**src/rtl/register_dump_pkg.sv**
```systemverilog
// Shared widths and FSM state encoding for the register-file dump engine.
package register_dump_pkg;

  localparam int DATA_WIDTH    = 32;
  localparam int REGADDR_WIDTH = 5;

  typedef enum logic [1:0] {
    DUMP_IDLE = 2'd0,
    DUMP_READ = 2'd1,
    DUMP_SEND = 2'd2,
    DUMP_DONE = 2'd3
  } dump_state_t;

endpackage

```
**src/rtl/register_dump.sv**
```systemverilog
// Walks a register range through one register-file read port and streams each value out with its index.
// Two cycles per beat when unstalled; stalls in READ without grant and in SEND until dumpReady.
module register_dump
  import register_dump_pkg::*;
(
  input  logic                     clk,
  input  logic                     reset,
  input  logic                     dumpStart,
  input  logic [REGADDR_WIDTH-1:0] firstReg,
  input  logic [REGADDR_WIDTH-1:0] lastReg,
  input  logic                     dumpAbort,
  input  logic                     portGrant,
  input  logic [DATA_WIDTH-1:0]    regData,
  output logic [REGADDR_WIDTH-1:0] regSelect,
  output logic                     dumpValid,
  input  logic                     dumpReady,
  output logic [DATA_WIDTH-1:0]    dumpData,
  output logic [REGADDR_WIDTH-1:0] dumpIndex,
  output logic                     dumpLast,
  output logic                     busy,
  output logic                     done,
  output logic [DATA_WIDTH-1:0]    checksum
);

  dump_state_t state, state_nxt;

  logic [REGADDR_WIDTH-1:0] cur;
  logic [REGADDR_WIDTH-1:0] last_reg;
  logic [DATA_WIDTH-1:0]    run_xor;
  logic                     beat_hs;

  assign beat_hs   = dumpValid & dumpReady;
  assign regSelect = cur;
  assign busy      = (state != DUMP_IDLE);

  always_ff @(posedge clk or negedge reset) begin
    if (!reset) begin
      state <= DUMP_IDLE;
    end else begin
      state <= state_nxt;
    end
  end

  always_comb begin
    state_nxt = state;
    case (state)
      DUMP_IDLE: begin
        if (dumpStart) begin
          state_nxt = (firstReg > lastReg) ? DUMP_DONE : DUMP_READ;
        end
      end
      DUMP_READ: begin
        if (dumpAbort) begin
          state_nxt = DUMP_IDLE;
        end else if (portGrant) begin
          state_nxt = DUMP_SEND;
        end
      end
      DUMP_SEND: begin
        // Abort wins over a coincident handshake; that beat is dropped.
        if (dumpAbort) begin
          state_nxt = DUMP_IDLE;
        end else if (beat_hs) begin
          state_nxt = dumpLast ? DUMP_DONE : DUMP_READ;
        end
      end
      DUMP_DONE: begin
        state_nxt = DUMP_IDLE;
      end
      default: begin
        state_nxt = DUMP_IDLE;
      end
    endcase
  end

  always_ff @(posedge clk or negedge reset) begin
    if (!reset) begin
      cur       <= '0;
      last_reg  <= '0;
      run_xor   <= '0;
      dumpValid <= 1'b0;
      dumpData  <= '0;
      dumpIndex <= '0;
      dumpLast  <= 1'b0;
      done      <= 1'b0;
      checksum  <= '0;
    end else begin
      done <= 1'b0;
      case (state)
        DUMP_IDLE: begin
          if (dumpStart) begin
            cur      <= firstReg;
            last_reg <= lastReg;
            run_xor  <= '0;
          end
        end
        DUMP_READ: begin
          if (!dumpAbort && portGrant) begin
            dumpData  <= regData;
            dumpIndex <= cur;
            dumpLast  <= (cur == last_reg);
            dumpValid <= 1'b1;
          end
        end
        DUMP_SEND: begin
          if (dumpAbort) begin
            dumpValid <= 1'b0;
          end else if (beat_hs) begin
            dumpValid <= 1'b0;
            run_xor   <= run_xor ^ dumpData;
            // The final beat never increments, so cur cannot wrap past 31.
            if (!dumpLast) begin
              cur <= cur + REGADDR_WIDTH'(1);
            end
          end
        end
        DUMP_DONE: begin
          done     <= 1'b1;
          checksum <= run_xor;
        end
        default: begin
        end
      endcase
    end
  end

endmodule

```
**config.mk**
```make
export PLATFORM = sky130hd
export DESIGN_NAME = register_dump
export DESIGN_NICKNAME = d
export VERILOG_FILES = /design/src/rtl/register_dump_pkg.sv /design/src/rtl/register_dump.sv
export SDC_FILE = /design/constraint.sdc
export NUM_CORES = 1
export LEC_CHECK = 0
export CAP_MARGIN = 30
export CORE_AREA = 2 2 102 104
export DETAILED_ROUTE_END_ITERATION = 12
export DIE_AREA = 0 0 104 106
export PLACE_DENSITY = 0.91
export SLEW_MARGIN = 20
export SYNTH_ARGS = -nofsm -noshare
export SYNTH_HDL_FRONTEND = slang
export SYNTH_SLANG_ARGS = --single-unit
```
**constraint.sdc**
```tcl
create_clock -name clk -period 3.9 [get_ports clk]
set_input_delay 0.78 -clock clk [delete_from_list [all_inputs] [get_ports clk]]
set_output_delay 0.78 -clock clk [all_outputs]
set_load 0.05 [all_outputs]
```
==> flow_summary.ini, run 1 <==
[global_route]
grt.overflow.total = 0
grt_pass1_vias = 4009
grt_use_total_pct = 22.8
grt_max_degree = 59
grt_pass1_wl_mm = 19.8
antenna_found_initial = 0

[layout]
synthToLayoutAreaGrowth_pct = 35.7
final_common_cell = clkdlybuf4s50_1
fin_cells = 731
reg_top3 = checksum (32), dumpData (32), run_xor (32)
ff_latch_area_sq_mm = 0.00290
drive_above_1_share_pct = 19.3
n_antenna_cell = 0
finish.utilization_pct = 71.5
multi_input_area_sq_mm = 0.00204
final_cell_mix = clkdlybuf4s50_1 (124), dfrtp_1 (115), inv_1 (42), mux2_2 (42), o21ai_0 (39)
nets = 636
fillers = 727

[synth]
yosys_warnings = 0
syn_area_sq_mm = 0.00527
synth-seq-cells = 116
muxShareOfSynthArea_pct = 8.97
async_reset_ff_share_pct = 100
synthSimpleGateAreaFrac_pct = 8.45
synth_edf_count = 0
synth_compound_gate_area_share_pct = 13.6
syn-num-nets = 511
syn_area_per_cell_sq_um = 11.5
seq_area_frac_synth_pct = 55.1
synth_ff_type = dfrtp_1
synth_top_family_by_area = compound AO/OA/AOI/OAI gates
synthAdderAreaFrac_pct = 1.42
synth_cells = 457
synth_xor_area_share_pct = 6.15
ys_types = 37

[setup_path]
cp-end-kind = output port
crit_type = reg2out
slowest_delay_ns = 0.79
required_ns = 3.12
start_kind = flip-flop
cp.arrival_ns = 2.10
critPathSlowestCell = clkdlybuf4s50_1
worstPathMaxFanout = 11
worstPathCellList = nor2_1 -> inv_1 -> clkdlybuf4s50_1

[sta]
grt_setup_unrepaired = no
hold_violations = 0
layout_setup_ws_ns = 1.02
fin_tns_setup_ns = 0
period_minus_slack_ns = 2.88
drv_slew = 0
skew_ns = 0.00626
setup_viol = 0
worst_pin_slew_ns = 0.861
max_freq_mhz = 347
finalCritPeriodShare_pct = 73.9
slew_headroom_pct = 42.4

[clocking]
htree_num_levels = 4
cts_tree = yes
ctsResizeCount = 0
clk_latency_ns = 0.51
cts_buffers = 17
cts_root_buf = clkbuf_8
post_cts_buffers = 0
cts_hold_buf = 0
clk_path_buf_depth = 2
clock_sinks = 116
clk_pin_slew_ns = 0.06

[floorplanning]
die_h_microns = 106
start_util_pct = 52.7
fp-row-count = 37
die_w_microns = 104
ios = 126
design.core.area_sq_mm = 0.0100
die_area_sq_mm = 0.0110

[status]
status = completed

[placed_design]
dp.cells = 698
place_hpwl_mm = 8.07
dp_slack_ns = 0.864
gp_congestion = 0.840
portBuffers = 125

[drt]
ant_nets = 0
viasPerCell = 5.16
drc = 0
routed-via-count = 3772
first_pass_iters = 5
routed_wl_mm = 11.9
detail_route.iter0.violations = 107
wl_per_cell_microns = 16.3

[power_and_ir_drop]
power.density_mw_per_mm2 = 955
ir_drop_v = 0.000495
leakagePower_nw = 3.09

[hold_path]
hold_class = in2async

[flow_run]
maxCapViolCount = 0
-- report_power, final --
| group | switching (W) | total, W | leakage (nW) | internal, W |
|---|---|---|---|---|
| Combinational | 0.00214 | 0.00333 | 1.36 | 0.00119 |
| Sequential | 0.000361 | 0.00206 | 1.47 | 0.00170 |
| Clock | 0.000519 | 0.00144 | 0.265 | 0.000918 |
| Total | 0.00302 | 0.00683 | 3.09 | 0.00381 |
-- per-layer routing --
metal	share of wire [%]	vias up	global-route usage (%)
met5	0	-	0
met4	1.7	0	9.27
met3	4.1	19	5.21
met2	53	97	39.4
met1	42	1875	27.9
li1	-	1781	-
-- kinds of logic (layout without fill, tap and decap cells) --
group,count (synthesis),after routing
multiplexers,42,42
AO/OA/AOI/OAI,92,92
XOR/XNOR,37,37
adder cells (fa/ha/maj),6,6
flip-flops,116,116
AND/OR/NAND/NOR,95,95
buffers and inverters,69,207
-- synth_stat cells, drive strengths merged (3+ instances only) --
master  count  area, sq um
a21oi      12         60.1
dfrtp     116         2900
buf        22          158
nor2       38          143
o21ai      39          195
nand2b      4         35.0
nand2      38          143
inv        42          158
ha          6         75.1
xnor2      34          298
xor2        3         26.3
clkbuf      5         18.8
a211oi     32          385
mux2       42          473
nand4b      3         41.3
-- worst max-delay path: cells and delay by family, from the launching register on --
family                 cells  cell delay, ns
buffers and inverters      2            0.87
DFF                        1            0.59
and+or+nand+nor            1            0.13
-- worst paths after layout --
path,slack [ns],to,depth (start not counted),from
setup / recovery,1.02,busy,3,state[1]
hold / removal,0.18,run_xor[9],1,reset
setup reg to reg,1.61,dumpData[24],6,state[0]
hold reg to reg,0.51,checksum[9],1,checksum[9]
max in group asynchronous,3.12,dumpData[21],2,reset
min in group clk,0.51,checksum[9],1,checksum[9]
-- final cells by class --
type                    count  area share [%]
flip-flops and latches    116            40.6
multi-input cells         272            28.5
repair buffers            133            18.6
clock buffers              22            6.19
well taps                 136            2.38
inverters                  42            2.20
clock inverters            10            1.50
-- metrics by stage --
step                hold WS (ns)  cell area (sq um)  total power (W)
finish                     0.178               7150          0.00683
global route               0.185               7150          0.00715
CTS                        0.171               7140          0.00688
detailed placement         0.493               6590          0.00541
global placement           0.487               6560          0.00528
floorplan                  0.484               5270          0.00434
No activity file was read; power rests on OpenSTA's default activity.
==> run 2: changes to the inputs <==
Settings changed: CORE_AREA 2 2 102 104 to 2 2 106 108, DIE_AREA 0 0 104 106 to 0 0 108 110, PLACE_DENSITY 0.91 to 0.85.
Clock period 3.9 ns to 2.94 ns, I/O delays scaled along.
==> run 2 against run 1 <==
Combinational power rose by 32%. Design area rose by 0.30%. Clock-buffer cell count rose by 1. Sequential cell count did not move. Non-clock buffer count rose by 1. Power rose by 33%. First-iteration DRC count rose by 19%. Final cell count rose by 0.68%. Clock skew rose by 0.0069 ns. Critical path type unchanged. Largest power group unchanged.
==> flow_summary.ini, run 2 (synthesis gave the netlist of run 1 again) <==
[power_and_ir_drop]
leakagePower_nw = 3.10
p_int_w = 0.00510
swShare_pct = 43.9
p_switching_w = 0.00399
combinationalPowerShare_pct = 48.5
clockPowerShare_pct = 21.5
power.density_mw_per_mm2 = 1270
seqPwrFrac_pct = 30.0
ir_drop_v = 0.000606

[setup_path]
reg2reg_slack_ns = 0.70
worstPathCellList = nor2_1 -> inv_1 -> clkdlybuf4s50_1
start_kind = flip-flop
cp-end-kind = output port
crit_type = reg2out
cp.arrival_ns = 2.16
required_ns = 2.35
critPathSlowestCell = clkdlybuf4s50_1
r2r_start = state[0]
cp-startpoint = state[1]
worst_r2r_path_depth = 6
slowest_delay_ns = 0.80
r2r_end = dumpData[18]
worstPathMaxFanout = 11

[clocking]
clock_sinks = 116
cts_tree = yes
cts_hold_buf = 0
clk_pin_slew_ns = 0.06
clk_latency_ns = 0.52
ctsResizeCount = 0
cts_buffers = 17
clk_path_buf_depth = 2
post_cts_buffers = 0
htree_num_levels = 4
cts_root_buf = clkbuf_8

[layout]
final_cell_mix = clkdlybuf4s50_1 (124), dfrtp_1 (115), inv_1 (42), mux2_2 (42), o21ai_0 (39)
synthToLayoutAreaGrowth_pct = 36.1
n_antenna_cell = 0
nets = 637
reg_top3 = checksum (32), dumpData (32), run_xor (32)
finish.utilization_pct = 67.0
drive_above_1_share_pct = 19.8
final_common_cell = clkdlybuf4s50_1

[sta]
setup_viol = 0
fin_tns_setup_ns = 0
skew_ns = 0.0132
grt_setup_unrepaired = no
drv_slew = 0
slew_headroom_pct = 45.0
hold_violations = 0
max_freq_mhz = 364
worst_pin_slew_ns = 0.822
finalCritPeriodShare_pct = 93.5
period_minus_slack_ns = 2.75
hold_ws_ns = 0.102

[placed_design]
gp_congestion = 0.750
portBuffers = 125
place_hpwl_mm = 8.00

[floorplanning]
ios = 126
die_area_sq_mm = 0.0119
die_h_microns = 110
fp-row-count = 38
design.core.area_sq_mm = 0.0107
die_w_microns = 108
start_util_pct = 49.3

[drt]
viasPerCell = 5.22
routed-via-count = 3841
wl_per_cell_microns = 16.1
detail_route.iter0.violations = 127
drc = 0
routed_wl_mm = 11.8
ant_nets = 0
first_pass_iters = 5

[global_route]
antenna_found_initial = 0
grt_use_total_pct = 21.2
grt_max_degree = 60
grt_pass1_vias = 4063
grt_pass1_wl_mm = 19.2
grt.overflow.total = 0

[hold_path]
hold_class = in2async

[flow_run]
maxCapViolCount = 0

[status]
status = completed
==> run 2: cell count changes in the layout (fill, tap and decap cells not counted), sizes merged <==
cell    delta
clkinv     -1
buf        +1
clkbuf     +1
==> run 2: final cells by class <==
class / instances / area [sq um]
fillers: 808 / 3530
clock inverters: 9 / 103
clock buffers: 23 / 467
well taps: 140 / 175
repair buffers: 134 / 1330
flip-flops and latches: 116 / 2900
multi-input cells: 272 / 2040
inverters: 42 / 158
==> run 2: metal layers <==
| metal | global-route usage (%) | part of all wire, % | vias to the layer above |
|---|---|---|---|
| li1 | - | - | 1783 |
| met1 | 25.0 | 41 | 1916 |
| met2 | 37.1 | 51 | 122 |
| met3 | 5.23 | 5.5 | 20 |
| met4 | 8.88 | 1.8 | 0 |
| met5 | 0 | 0 | - |
==> run 2: through the flow <==
step	power (W)	setup WS [ns]	cell area, sq um	std cells
after floorplan	0.00576	1.29	5270	457
after global placement	0.00702	0.703	6600	704
after detailed placement	0.00715	0.643	6600	704
after CTS	0.00916	0.202	7170	736
after global routing	0.00956	0.118	7170	736
final	0.00909	0.192	7170	736
==> run 2: how the worst max path moves through the flow <==
stage / endpoint
global placement: run_xor[0]
CTS: busy
finish: busy
detailed placement: dumpData[17]
global route: busy
floorplan: run_xor[11]
==> run 2: power by group through the flow <==
stage          registers, W  logic (W)  clock network, W
2_1_floorplan       0.00420    0.00156                 0
5_1_grt             0.00281    0.00469           0.00206
3_5_place_dp        0.00274    0.00441                 0
6_report            0.00273    0.00441           0.00196
3_3_place_gp        0.00271    0.00431                 0
4_1_cts             0.00273    0.00445           0.00198
==> run 2: worst max-delay path: cells and delay by family, from the launching register on <==
kind | cells | cell delay [ns]
flip-flops | 1 | 0.60
AND/OR/NAND/NOR | 1 | 0.16
buffers and inverters | 2 | 0.88
